### src/rtl/mmu_arbiter_wrr.sv
`default_nettype none
// ---------------------------------------------------------------------------
// mmu_arbiter_wrr - N_CH-way RR / weighted-RR / priority DMA request arbiter
// with per-channel outstanding credits and a parallel ordering-record slot.
// Rev 1.0
// ---------------------------------------------------------------------------
module mmu_arbiter_wrr #(
  parameter int N_CH     = 4,
  parameter int REQ_BITS = 96,
  parameter int LEN_BITS = 28,
  parameter int WGT_BITS = 4,
  parameter int N_OUT    = 8,
  parameter int MODE     = 1
) (
  input  logic                     aclk,
  input  logic                     aresetn,
  input  logic [N_CH-1:0]          s_req_valid,
  output logic [N_CH-1:0]          s_req_ready,
  input  logic [N_CH*REQ_BITS-1:0] s_req_data,
  output logic                     m_req_valid,
  input  logic                     m_req_ready,
  output logic [REQ_BITS-1:0]      m_req_data,
  output logic                     m_mux_valid,
  input  logic                     m_mux_ready,
  output logic [4+LEN_BITS-1:0]    m_mux_data,
  input  logic [N_CH*WGT_BITS-1:0] cnfg_weight,
  input  logic [N_CH-1:0]          done,
  output logic [N_CH-1:0]          credit_err
);
  localparam int CW = $clog2(N_OUT + 1);
  localparam int PW = (N_CH > 1) ? $clog2(N_CH) : 1;
  localparam logic [CW-1:0] C_N_OUT = CW'(N_OUT);

  logic [CW-1:0]       inflight_q [N_CH];
  logic [CW-1:0]       inflight_d [N_CH];
  logic [N_CH-1:0]     credit_err_q, credit_err_d;
  logic [PW-1:0]       ptr_q, ptr_d;
  logic [WGT_BITS-1:0] burst_q, burst_d;
  logic                m_req_valid_q, m_req_valid_d;
  logic [REQ_BITS-1:0] m_req_data_q, m_req_data_d;
  logic                m_mux_valid_q, m_mux_valid_d;
  logic [4+LEN_BITS-1:0] m_mux_data_q, m_mux_data_d;

  logic [N_CH-1:0]     elig;
  logic                can_load, grant_en;
  logic [PW-1:0]       grant_idx;
  logic                rr_found, nx_found, lo_found;
  logic [PW-1:0]       rr_idx, nx_idx, lo_idx, at_idx, after_idx;
  logic [WGT_BITS-1:0] wgt_ptr;
  logic [REQ_BITS-1:0] grant_word;
  int                  j_at, j_after;

  for (genvar i = 0; i < N_CH; i++) begin : g_chan
    assign elig[i] = s_req_valid[i] && (inflight_q[i] < C_N_OUT) &&
                     ((MODE == 2) || (cnfg_weight[i*WGT_BITS +: WGT_BITS] != '0));
    assign s_req_ready[i] = grant_en && (int'(grant_idx) == i);
  end

  always_comb begin
    can_load = (!m_req_valid_q || m_req_ready) && (!m_mux_valid_q || m_mux_ready);
    rr_found = 1'b0; rr_idx = '0;
    nx_found = 1'b0; nx_idx = '0;
    lo_found = 1'b0; lo_idx = '0;
    j_at = 0; j_after = 0; at_idx = '0; after_idx = '0;
    // rr: first eligible at/after ptr; nx: first eligible strictly after ptr (ptr itself last)
    for (int k = 0; k < N_CH; k++) begin
      j_at = int'(ptr_q) + k;
      if (j_at >= N_CH) j_at = j_at - N_CH;
      j_after = int'(ptr_q) + k + 1;
      if (j_after >= N_CH) j_after = j_after - N_CH;
      at_idx    = PW'(j_at);
      after_idx = PW'(j_after);
      if (!rr_found && elig[at_idx]) begin rr_found = 1'b1; rr_idx = at_idx; end
      if (!nx_found && elig[after_idx]) begin nx_found = 1'b1; nx_idx = after_idx; end
      if (!lo_found && elig[PW'(k)]) begin lo_found = 1'b1; lo_idx = PW'(k); end
    end

    wgt_ptr   = cnfg_weight[int'(ptr_q)*WGT_BITS +: WGT_BITS];
    grant_en  = 1'b0;
    grant_idx = '0;
    ptr_d     = ptr_q;
    burst_d   = burst_q;
    if (MODE == 0) begin
      if (can_load && rr_found) begin
        grant_en  = 1'b1;
        grant_idx = rr_idx;
        ptr_d     = (int'(rr_idx) == N_CH - 1) ? '0 : rr_idx + 1'b1;
      end
    end else if (MODE == 1) begin
      if (elig[ptr_q]) begin
        if (can_load) begin
          grant_en  = 1'b1;
          grant_idx = ptr_q;
          if (({1'b0, burst_q} + 1'b1) >= {1'b0, wgt_ptr}) begin
            ptr_d   = nx_idx;
            burst_d = '0;
          end else begin
            burst_d = burst_q + 1'b1;
          end
        end
      end else if (nx_found) begin
        ptr_d   = nx_idx;
        burst_d = '0;
      end
    end else begin
      if (can_load && lo_found) begin
        grant_en  = 1'b1;
        grant_idx = lo_idx;
      end
    end

    grant_word    = s_req_data[int'(grant_idx)*REQ_BITS +: REQ_BITS];
    m_req_valid_d = m_req_valid_q && !m_req_ready;
    m_req_data_d  = m_req_data_q;
    m_mux_valid_d = m_mux_valid_q && !m_mux_ready;
    m_mux_data_d  = m_mux_data_q;
    if (grant_en) begin
      m_req_valid_d = 1'b1;
      m_req_data_d  = grant_word;
      m_mux_valid_d = 1'b1;
      m_mux_data_d  = {4'(grant_idx), grant_word[LEN_BITS-1:0]};
    end

    for (int i = 0; i < N_CH; i++) begin
      inflight_d[i]   = inflight_q[i];
      credit_err_d[i] = credit_err_q[i];
      if (done[i] && (inflight_q[i] == '0)) credit_err_d[i] = 1'b1;
      if (grant_en && (int'(grant_idx) == i)) inflight_d[i] = inflight_d[i] + 1'b1;
      if (done[i] && (inflight_q[i] != '0)) inflight_d[i] = inflight_d[i] - 1'b1;
    end
  end

  always_ff @(posedge aclk) begin
    if (!aresetn) begin
      for (int i = 0; i < N_CH; i++) inflight_q[i] <= '0;
      credit_err_q  <= '0;
      ptr_q         <= '0;
      burst_q       <= '0;
      m_req_valid_q <= 1'b0;
      m_req_data_q  <= '0;
      m_mux_valid_q <= 1'b0;
      m_mux_data_q  <= '0;
    end else begin
      for (int i = 0; i < N_CH; i++) inflight_q[i] <= inflight_d[i];
      credit_err_q  <= credit_err_d;
      ptr_q         <= ptr_d;
      burst_q       <= burst_d;
      m_req_valid_q <= m_req_valid_d;
      m_req_data_q  <= m_req_data_d;
      m_mux_valid_q <= m_mux_valid_d;
      m_mux_data_q  <= m_mux_data_d;
    end
  end

  assign m_req_valid = m_req_valid_q;
  assign m_req_data  = m_req_data_q;
  assign m_mux_valid = m_mux_valid_q;
  assign m_mux_data  = m_mux_data_q;
  assign credit_err  = credit_err_q;

endmodule
`default_nettype wire

### config.mk
export PLATFORM = sky130hd
export DESIGN_NAME = mmu_arbiter_wrr
export DESIGN_NICKNAME = d
export VERILOG_FILES = /design/src/rtl/mmu_arbiter_wrr.sv
export SDC_FILE = /design/constraint.sdc
export NUM_CORES = 1
export LEC_CHECK = 0
export CORE_AREA = 2 2 215 217
export DETAILED_ROUTE_END_ITERATION = 10
export DIE_AREA = 0 0 217 219
export GPL_ROUTABILITY_DRIVEN = 0
export HOLD_SLACK_MARGIN = 0.15
export MAX_ROUTING_LAYER = met4
export SLEW_MARGIN = 15
export SYNTH_ARGS = -nofsm -noshare
export SYNTH_HDL_FRONTEND = slang
export SYNTH_SLANG_ARGS = --single-unit
### constraint.sdc
create_clock -name aclk -period 8.25 [get_ports aclk]
set_input_delay 1.2375 -clock aclk [delete_from_list [all_inputs] [get_ports aclk]]
set_output_delay 1.2375 -clock aclk [all_outputs]
set_load 0.005 [all_outputs]
==> results of run 1 <==
[layout by cell type, fill, tap and decap left out, drive strengths merged, types with 3 or more instances in the layout]
master	netlist	layout
or4	3	3
diode	0	3
nor3	15	15
mux2i	8	8
a31oi	102	102
o21ai	105	105
nand2	115	115
nand4	3	3
nor4	8	8
buf	63	11
and3	7	7
nand4b	3	3
bufinv	0	3
clkinv	0	6
a211oi	6	6
xor2	6	6
xnor2	8	8
and2	8	8
ha	17	17
dfxtp	126	126
nand2b	8	8
nor2b	4	4
inv	17	17
nand3	12	12
o31ai	3	3
a222oi	96	96
nor2	27	27
clkbuf	52	21
clkdlybuf4s50	0	546
a21oi	11	11
mux4	4	4
[layer usage]
| metal | GRT usage (%) | part of all wire [%] | vias to the layer above |
|---|---|---|---|
| met2 | 24.11 | 46 | 526 |
| met4 | 7.694 | 4.2 | 0 |
| met3 | 5.572 | 10 | 64 |
| met5 | - | 0 | - |
| met1 | 16.50 | 39 | 4201 |
| li1 | - | - | 4313 |
[how the worst min path moves through the flow]
stage	from	endpoint	cells after the start
after floorplan	burst_q[1]$_SDFFE_PN0P_	burst_q[1]$_SDFFE_PN0P_	2
after CTS	credit_err[1]$_SDFFE_PN0P_	credit_err[1]$_SDFFE_PN0P_	2
final	credit_err[1]$_SDFFE_PN0P_	credit_err[1]$_SDFFE_PN0P_	2
after global placement	credit_err[1]$_SDFFE_PN0P_	credit_err[1]$_SDFFE_PN0P_	2
after detailed placement	credit_err[1]$_SDFFE_PN0P_	credit_err[1]$_SDFFE_PN0P_	2
after global routing	burst_q[1]$_SDFFE_PN0P_	burst_q[1]$_SDFFE_PN0P_	2
[worst max-delay path, stage by stage]
cell and delay, ns:
clkdlybuf4s50_1 0.45, nor4_1 0.63, nor3_1 0.18, o31ai_4 0.28, and2_1 0.28, clkdlybuf4s50_1 0.61
[registers in the layout, summed over array words and instances, names as in the netlist]
register,flops
burst_q,4
credit_err,4
inflight_q,16
m_mux_data,2
m_mux_valid,1
m_req_data,96
m_req_valid,1
ptr_q,2
[report_power, final]
group          total (mW)  switching [mW]  internal [mW]  leakage (nW)
clock network       0.791           0.296          0.495         0.299
registers            1.15           0.244          0.906          1.04
logic                2.12           0.986           1.13          3.57
[synth_stat cells (all sizes together), types with 2 or more instances]
master / count
or4: 3
nand4: 3
nand4b: 3
o2111ai: 2
o32a: 2
a31oi: 102
or2: 2
a21oi: 11
mux2i: 8
o31a: 2
dfxtp: 126
and3: 7
o32ai: 2
nand3b: 2
a41oi: 2
mux4: 4
a211oi: 6
buf: 63
o21ai: 105
nand2: 115
nand2b: 8
nor2: 27
clkbuf: 52
ha: 17
nor2b: 4
a222oi: 96
nand3: 12
xnor2: 8
o221a: 2
inv: 17
nor3b: 2
nor4: 8
xor2: 6
o31ai: 3
and2: 8
nor3: 15
[per-stage QoR]
| step | area (µm²) | hold slack [ns] | power, mW | setup slack [ns] |
|---|---|---|---|---|
| CTS | 13580 | 0.4683 | 4.116 | 3.348 |
| global route | 13590 | 0.5113 | 4.356 | 3.168 |
| detailed placement | 12970 | 0.4560 | 3.287 | 3.339 |
| global placement | 12970 | 0.4547 | 3.269 | 3.384 |
| finish | 13590 | 0.4681 | 4.058 | 3.340 |
| floorplan | 7239 | 0.4554 | 2.199 | 4.694 |
[cells by family (layout without fill, tap and decap cells)]
family / after synthesis / in the layout / synth area share, %
AO/OA/AOI/OAI: 343 / 343 / 33.77
XOR/XNOR: 15 / 15 / 2.110
adder cells (fa/ha/maj): 17 / 17 / 2.940
buffers and inverters: 132 / 606 / 9.476
flip-flops: 126 / 126 / 34.86
multiplexers: 12 / 12 / 2.525
other: 1 / 5 / 0.05183
AND/OR/NAND/NOR: 221 / 221 / 14.27
[final cells by class]
type | instances | area [µm²]
repair buffers | 557 | 5560
inverters | 17 | 63.81
fillers | 4727 | 31500
flip-flops and latches | 126 | 2522
clock buffers | 21 | 470.5
multi-input cells | 610 | 4076
clock inverters | 11 | 138.9
well taps | 600 | 750.7
diodes | 3 | 7.507
==> out/results.ini, run 1 <==
[outcome]
status = complete, no violations

[global_routing]
grt_max_degree = 201
grt_pass1_wl_um = 52220
grt_pass1_vias = 9005
gr-usage-all-layers_pct = 15.10
antenna_found_initial = 3
overflow = 0

[clock_network]
post_cts_resize_count = 0
ctsHtreeMaxLevel = 4
clkTransAtPathRegs_ns = 0.06
hold_buffers = 0
cts_tree = built
cts-buffers-inserted = 17
clock-sinks = 126
root_buffer = clkbuf_16
post-cts-setup-buffers = 0
clockBufferDepth = 2
clk_latency_ns = 0.47

[sta]
tightest_slew_ns = 0.9468
finClkSkew_ns = 0.01331
rsz0062_at_grt = false
slew_headroom_pct = 36.88
slew_viol_final = 0
setup_viol = 0
finalHoldViolations = 0
fin_setup_tns_ns = 0
fin_crit_ns = 4.910
finalCritPeriodShare_pct = 59.51
fmax_mhz = 203.7

[drt]
vias = 9104
final_antenna_net_count = 0
first_pass_iters = 9
avgRoutedWirePerCell_um = 19.00
dr.first_iter.drc_count = 877
routed_via_density = 4.681
drc = 0
drt_wl_total_um = 36960

[layout]
layout.nets = 1758
area_delta_synth_final_pct = 87.83
fin_cells = 1945
finish.utilization_pct = 30.14
final_layout_size_suffix_gt1_share_pct = 4.918

[critical_path]
path_max_fanout = 4
required_ns = 7.01
r2r_setup_slack_ns = 4.55
worstSetupStartpoint = cnfg_weight[13]
critical_path_class = in2out
arrival_ns = 3.67
startpoint_type = input pin
reg2reg_depth = 9
end_kind = output pin
crit_path_end = s_req_ready[0]
rr_endpoint = inflight_q[2][1]$_SDFF_PN0_
reg2reg_from = ptr_q[1]$_SDFFE_PN0P_

[synth]
synth_top_cell_by_area = dfxtp_1
syn_inst = 867
synth_cell_type_count = 59
postSynthAreaPerCell_um2 = 8.346
netlist.area_leader.share_pct = 34.86
synth-edff-count = 0
synth_area_leaders = dfxtp_1 (35%), a222oi_1 (13%), a31oi_1 (8.8%)
ys_seq_area_share_pct = 34.86
synth_area_um2 = 7236
ys.flop_type = dfxtp_1
synth_seq_cells = 126
synthArstFlopShare_pct = 0
yosys_warnings = 0

[floorplan]
die_w_um = 217
ios = 550
die_y_um = 219
row_count = 78
die_area_um2 = 47520
initial_core_util_pct = 16.05
core_um2 = 45090

[placed_design]
dp_cells = 1910
place_hpwl_um = 28310
portBuffers = 547

[power_and_ir_drop]
irDropWorstVdd_mv = 0.3394
power.density_nw_per_um2 = 298.6
leakagePower_nw = 4.915

[job]
maxCapViolCount = 0

[worst_hold_path]
hold_path.class = reg2reg

Power figures use the tool's default switching activity.
==> run 2, diff against run 1 <==
==> constraint.sdc (replaced) <==
create_clock -name aclk -period 5.1 [get_ports aclk]
set_input_delay 0.765 -clock aclk [delete_from_list [all_inputs] [get_ports aclk]]
set_output_delay 0.765 -clock aclk [all_outputs]
set_load 0.005 [all_outputs]
==> run 2 against run 1 <==
Against the previous run:
- sequential power increased by 63%
- non-clock buffer count increased by 1
- sequential share of layout area increased by 0.082 points
- worst setup slack got worse by 2.3 ns
- critical endpoint unchanged
- clock skew decreased by 0.0049 ns
- combinational power increased by 62%
- count of clock-buffer cells in the layout increased by 1
- largest cell class unchanged
- register-to-register slack got worse by 2.7 ns
- die area unchanged
- power increased by 59%
==> out/results.ini, run 2 (same netlist as run 1, synthesis figures left out) <==
[clock_network]
hold_buffers = 0  ; unchanged
post-cts-setup-buffers = 0  ; unchanged
clock-sinks = 126  ; unchanged
cts_tree = built
ctsHtreeMaxLevel = 4  ; unchanged
clk_latency_ns = 0.44  ; -0.03 ns
clkTransAtPathRegs_ns = 0.06  ; about the same
root_buffer = clkbuf_16
clockBufferDepth = 2  ; unchanged
post_cts_resize_count = 0  ; unchanged
cts-buffers-inserted = 17  ; unchanged

[floorplan]
die_w_um = 217  ; unchanged
core_um2 = 45090  ; unchanged
row_count = 78  ; unchanged
die_area_um2 = 47520  ; unchanged
die_y_um = 219  ; unchanged
ios = 550  ; unchanged
initial_core_util_pct = 16.05  ; unchanged

[placed_design]
pre_cts_ws_ns = 1.122  ; -2.218 ns
portBuffers = 547  ; unchanged
place_hpwl_um = 28700  ; +1.4%

[drt]
dr.first_iter.drc_count = 963  ; +9.8%
avgRoutedWirePerCell_um = 19.04  ; +0.18%
vias = 9154  ; +0.55%
drt_wl_total_um = 37030  ; +0.18%
drc = 0  ; unchanged
final_antenna_net_count = 0  ; unchanged
first_pass_iters = 8  ; -1
routed_via_density = 4.706  ; +0.55%

[power_and_ir_drop]
irDropWorstVdd_mv = 0.3679  ; +8.4%
power.density_nw_per_um2 = 477.3  ; +60%
leakagePower_nw = 4.882  ; -0.66%

[sta]
fin_crit_ns = 4.019
setup_slack_ns = 1.081  ; -2.259 ns
finalCritPeriodShare_pct = 78.80
slew_headroom_pct = 37.55  ; +0.67 points
finalHoldViolations = 0  ; unchanged
slew_viol_final = 0  ; unchanged
rsz0062_at_grt = false
fmax_mhz = 248.8
setup_viol = 0  ; unchanged
tightest_slew_ns = 0.9367  ; -0.01008 ns
fin_setup_tns_ns = 0  ; unchanged
finClkSkew_ns = 0.008461  ; -0.004851 ns

[worst_hold_path]
hold_path.class = reg2reg

[layout]
largest_reg_flops = 96  ; unchanged
final_layout_size_suffix_gt1_share_pct = 5.063  ; +0.15 points
final_cell_mix = clkdlybuf4s50_1 (546), dfxtp_1 (126), nand2_1 (115), o21ai_0 (104), a31oi_1 (102)
area_delta_synth_final_pct = 87.00
layout.nets = 1759  ; +0.057%
final_common_cell = clkdlybuf4s50_1
finish.utilization_pct = 30.01  ; -0.13 points
fillCellCount = 4753  ; +0.55%

[critical_path]
end_kind = output pin
path_buf_inv = 2  ; unchanged
crit_chain = clkdlybuf4s50_1, nor4_1, nor3_1, o31ai_4, and2_1, clkdlybuf4s50_1
required_ns = 4.34  ; -2.67 ns
cpMostUsedCell = clkdlybuf4s50_1
startpoint_type = input pin
crit_path_max_incr_delay_ns = 0.63  ; about the same
crit_slowest_cell = nor4_1
path_max_fanout = 4  ; unchanged
critical_path.top_delay_family = buffers and inverters
arrival_ns = 3.25  ; -0.42 ns
critical_path_class = in2out
r2r_setup_slack_ns = 1.84  ; -2.71 ns

[global_routing]
grt_pass1_wl_um = 52220  ; unchanged
grt_pass1_vias = 8888  ; -1.3%
antenna_found_initial = 2  ; -1
grt_max_degree = 101  ; -50%
overflow = 0  ; unchanged
gr-usage-all-layers_pct = 14.98  ; -0.12 points

[outcome]
status = complete, no violations

[job]
maxCapViolCount = 0  ; unchanged

-- run 2: changes by cell type in the layout (fill, tap and decap cells not counted), sizes merged --
| cell | previous run | this run |
|---|---|---|
| buf | 11 | 12 |
| bufinv | 3 | 0 |
| clkbuf | 21 | 22 |
| clkinv | 6 | 5 |
| clkinvlp | 2 | 5 |
| diode | 3 | 2 |
-- run 2: area by class of cell --
| cell class | count | area, µm² | area share (%) |
|---|---|---|---|
| Multi-Input combinational cell | 610 | 4076 | 30.13 |
| Inverter | 17 | 63.81 | 0.4716 |
| Sequential cell | 126 | 2522 | 18.64 |
| Antenna cell | 2 | 5.005 | 0.03699 |
| Timing Repair Buffer | 558 | 5555 | 41.06 |
| Clock buffer | 22 | 494.2 | 3.653 |
| Clock inverter | 10 | 62.56 | 0.4624 |
| Tap cell | 600 | 750.7 | 5.548 |
-- run 2: worst register-to-register path, cell delays in order (launching register included) --
cell and delay, ns:
dfxtp_1 0.73, inv_1 0.31, nor3_1 0.38, and2_4 0.62, buf_4 0.59, a222oi_1 0.18
buf_4 0.21, a31oi_1 0.16
-- run 2: worst paths after layout --
check / startpoint / end / cells after the start
min reg2reg: credit_err[1]$_SDFFE_PN0P_ / credit_err[1]$_SDFFE_PN0P_ / 2
max reg2reg: ptr_q[1]$_SDFFE_PN0P_ / m_req_data[61]$_SDFFE_PN0P_ / 7
max: cnfg_weight[13] / s_req_ready[0] / 6
min: credit_err[1]$_SDFFE_PN0P_ / credit_err[1]$_SDFFE_PN0P_ / 2
-- run 2: stage by stage --
| step | total power [mW] | instances | instance area, µm² | hold slack [ns] |
|---|---|---|---|---|
| floorplan | 3.557 | 868 | 7239 | 0.4554 |
| global placement | 5.260 | 1911 | 12970 | 0.4580 |
| detailed placement | 5.303 | 1911 | 12970 | 0.4725 |
| CTS | 6.505 | 1943 | 13530 | 0.4862 |
| global route | 6.905 | 1945 | 13530 | 0.5197 |
| finish | 6.458 | 1945 | 13530 | 0.4773 |
-- run 2: report_power, final --
part,total (mW),switching (mW),internal (mW)
logic,3.43,1.61,1.82
registers,1.87,0.408,1.47
clock network,1.15,0.472,0.679
total,6.46,2.49,3.97
-- run 2: metal layers --
metal / wire, µm / GRT usage (%) / vias to the layer above
met5: 0 / - / -
met4: 1128 / 5.845 / 0
met3: 3241 / 4.518 / 51
met2: 17590 / 24.59 / 546
met1: 15070 / 17.11 / 4245
li1: - / - / 4312
==> run 3, diff against run 2 <==
==> constraint.sdc (replaced) <==
create_clock -name aclk -period 3.7 [get_ports aclk]
set_input_delay 0.555 -clock aclk [delete_from_list [all_inputs] [get_ports aclk]]
set_output_delay 0.555 -clock aclk [all_outputs]
set_load 0.005 [all_outputs]
==> run 3 against run 2 <==
Against the previous run:
- first-iteration DRC count down 12%
- via count up 0.71%
- core utilization up 0.28 points
- routed wire length up 0.28%
- non-clock buffer count up 6
- worst hold slack worse by 0.0054 ns
- worst setup slack worse by 0.89 ns
- critical path depth down 1
- register-to-register slack worse by 1.2 ns
- critical endpoint unchanged
- largest power group unchanged
==> out/results.ini, run 3 (same netlist as run 1, synthesis figures left out) <==
[clock_network]
clk_latency_ns = 0.44  ; about the same
ctsHtreeMaxLevel = 4  ; unchanged
clock-sinks = 126  ; unchanged
clkTransAtPathRegs_ns = 0.06  ; about the same
cts-buffers-inserted = 17  ; unchanged
post_cts_resize_count = 0  ; unchanged
root_buffer = clkbuf_16
clockBufferDepth = 2  ; unchanged
cts_tree = built
hold_buffers = 0  ; unchanged
post-cts-setup-buffers = 0  ; unchanged

[sta]
slew_viol_final = 0  ; unchanged
finalCritPeriodShare_pct = 94.92
finalHoldViolations = 0  ; unchanged
tightest_slew_ns = 1.192  ; +0.2555 ns
slew_headroom_pct = 20.52  ; -17 points
rsz0062_at_grt = false
fin_setup_tns_ns = 0  ; unchanged
finClkSkew_ns = 0.008860  ; +0.0003991 ns
fmax_mhz = 284.7
setup_viol = 0  ; unchanged
fin_crit_ns = 3.512

[layout]
final_cell_mix = clkdlybuf4s50_1 (546), dfxtp_1 (126), nand2_1 (115), o21ai_0 (104), a31oi_1 (102)
largest_reg_flops = 96  ; unchanged
seq_area_um2 = 2522  ; unchanged
final_common_cell = clkdlybuf4s50_1
fillCellCount = 4755  ; +0.042%
area_delta_synth_final_pct = 88.76
fin_area_um2 = 13660  ; +0.94%
final_layout_size_suffix_gt1_share_pct = 5.411  ; +0.35 points
multi_input_comb_area_um2 = 4076  ; unchanged
layout.nets = 1765  ; +0.34%

[floorplan]
initial_core_util_pct = 16.05  ; unchanged
ios = 550  ; unchanged
row_count = 78  ; unchanged
die_y_um = 219  ; unchanged
die_w_um = 217  ; unchanged
core_um2 = 45090  ; unchanged
die_area_um2 = 47520  ; unchanged

[worst_hold_path]
hold_path.class = reg2reg

[global_routing]
grt_pass1_vias = 8798  ; -1.0%
gr-usage-all-layers_pct = 15.10  ; +0.12 points
grt_max_degree = 137  ; +36%
grt_pass1_wl_um = 52540  ; +0.61%
antenna_found_initial = 3  ; +1
overflow = 0  ; unchanged

[critical_path]
startpoint_type = flip-flop
crit_slowest_cell = dfxtp_1
crit_path_max_incr_delay_ns = 0.77  ; +0.14 ns
critical_path_class = reg2out
crit_chain = inv_1, nor4_1, o31ai_4, and2_1, clkdlybuf4s50_1
required_ns = 3.14  ; -1.20 ns
end_kind = output pin
arrival_ns = 2.96  ; -0.29 ns
path_max_fanout = 18  ; +14

[drt]
dr.first_iter.drc_count = 850  ; -12%
topRoutingLayerUsed = met4
final_antenna_net_count = 0  ; unchanged
met3_length_um = 3166  ; -2.3%
avgRoutedWirePerCell_um = 19.02  ; about the same
drt-met1-wl_um = 15160  ; +0.58%
drc = 0  ; unchanged
drt_wl_total_um = 37140  ; +0.28%
first_pass_iters = 9  ; +1
dr_wl_met2_um = 17790  ; +1.1%
routed_via_density = 4.723  ; +0.35%
vias = 9219  ; +0.71%

[placed_design]
place_hpwl_um = 28560  ; -0.46%
placed_cell_area_um2 = 13050  ; +0.64%
portBuffers = 547  ; unchanged

[outcome]
status = complete, no violations

[power_and_ir_drop]
leakagePower_nw = 4.953  ; +1.4%
power.density_nw_per_um2 = 666.5  ; +40%
irDropWorstVdd_mv = 0.4364  ; +19%

[job]
maxCapViolCount = 0  ; unchanged

run 3: changes by cell type in the layout (fill, tap and decap cells not counted), sizes merged:
cell,before,now
diode,2,3
clkinvlp,5,3
buf,12,18
bufinv,0,3
clkinv,5,6
clkbuf,22,20
run 3: worst max-delay path, delay by kind of cell (launching register included):
family,cells,cell delay (ns)
compound gates,1,0.11
simple gates,2,0.80
flops,1,0.77
buf+inv,2,0.82
run 3: final cells by class:
type                    instances  area share (%)
multi-input cells             610           29.85
clock buffers                  20           3.344
diodes                          3         0.05497
repair buffers                564           41.28
inverters                      17          0.4672
well taps                     600           5.497
clock inverters                12           1.044
flip-flops and latches        126           18.47
run 3: worst paths after layout:
kind,startpoint,cells past startpoint,to,slack (ns)
max,ptr_q[0]$_SDFFE_PN0P_,5,s_req_ready[0],0.19
min,credit_err[3]$_SDFFE_PN0P_,2,credit_err[3]$_SDFFE_PN0P_,0.47
max reg2reg,ptr_q[0]$_SDFFE_PN0P_,6,m_req_data[54]$_SDFFE_PN0P_,0.60
min reg2reg,credit_err[3]$_SDFFE_PN0P_,2,credit_err[3]$_SDFFE_PN0P_,0.47
run 3: layer usage:
| metal | global-route usage (%) | up-vias |
|---|---|---|
| li1 | - | 4329 |
| met1 | 17.56 | 4324 |
| met2 | 24.82 | 521 |
| met3 | 4.075 | 45 |
| met4 | 5.753 | 0 |
| met5 | - | - |
run 3: metrics by stage:
| step | util [%] | std cells | hold slack (ns) | setup WS [ns] | total power [mW] |
|---|---|---|---|---|---|
| floorplan | - | 868 | 0.4554 | 0.9167 | 4.902 |
| global placement | 28.95 | 1917 | 0.4574 | 0.2732 | 7.318 |
| detailed placement | 28.95 | 1917 | 0.4687 | 0.3302 | 7.399 |
| CTS | 30.28 | 1949 | 0.4835 | 0.1808 | 9.229 |
| global route | 30.29 | 1952 | 0.5016 | 0.04641 | 9.756 |
| finish | 30.29 | 1952 | 0.4718 | 0.1879 | 9.103 |
run 3: power breakdown:
part	total (mW)	switching, mW	internal [mW]
registers	2.57	0.553	2.02
logic	4.78	2.22	2.56
clock network	1.75	0.663	1.09
total	9.10	3.44	5.66
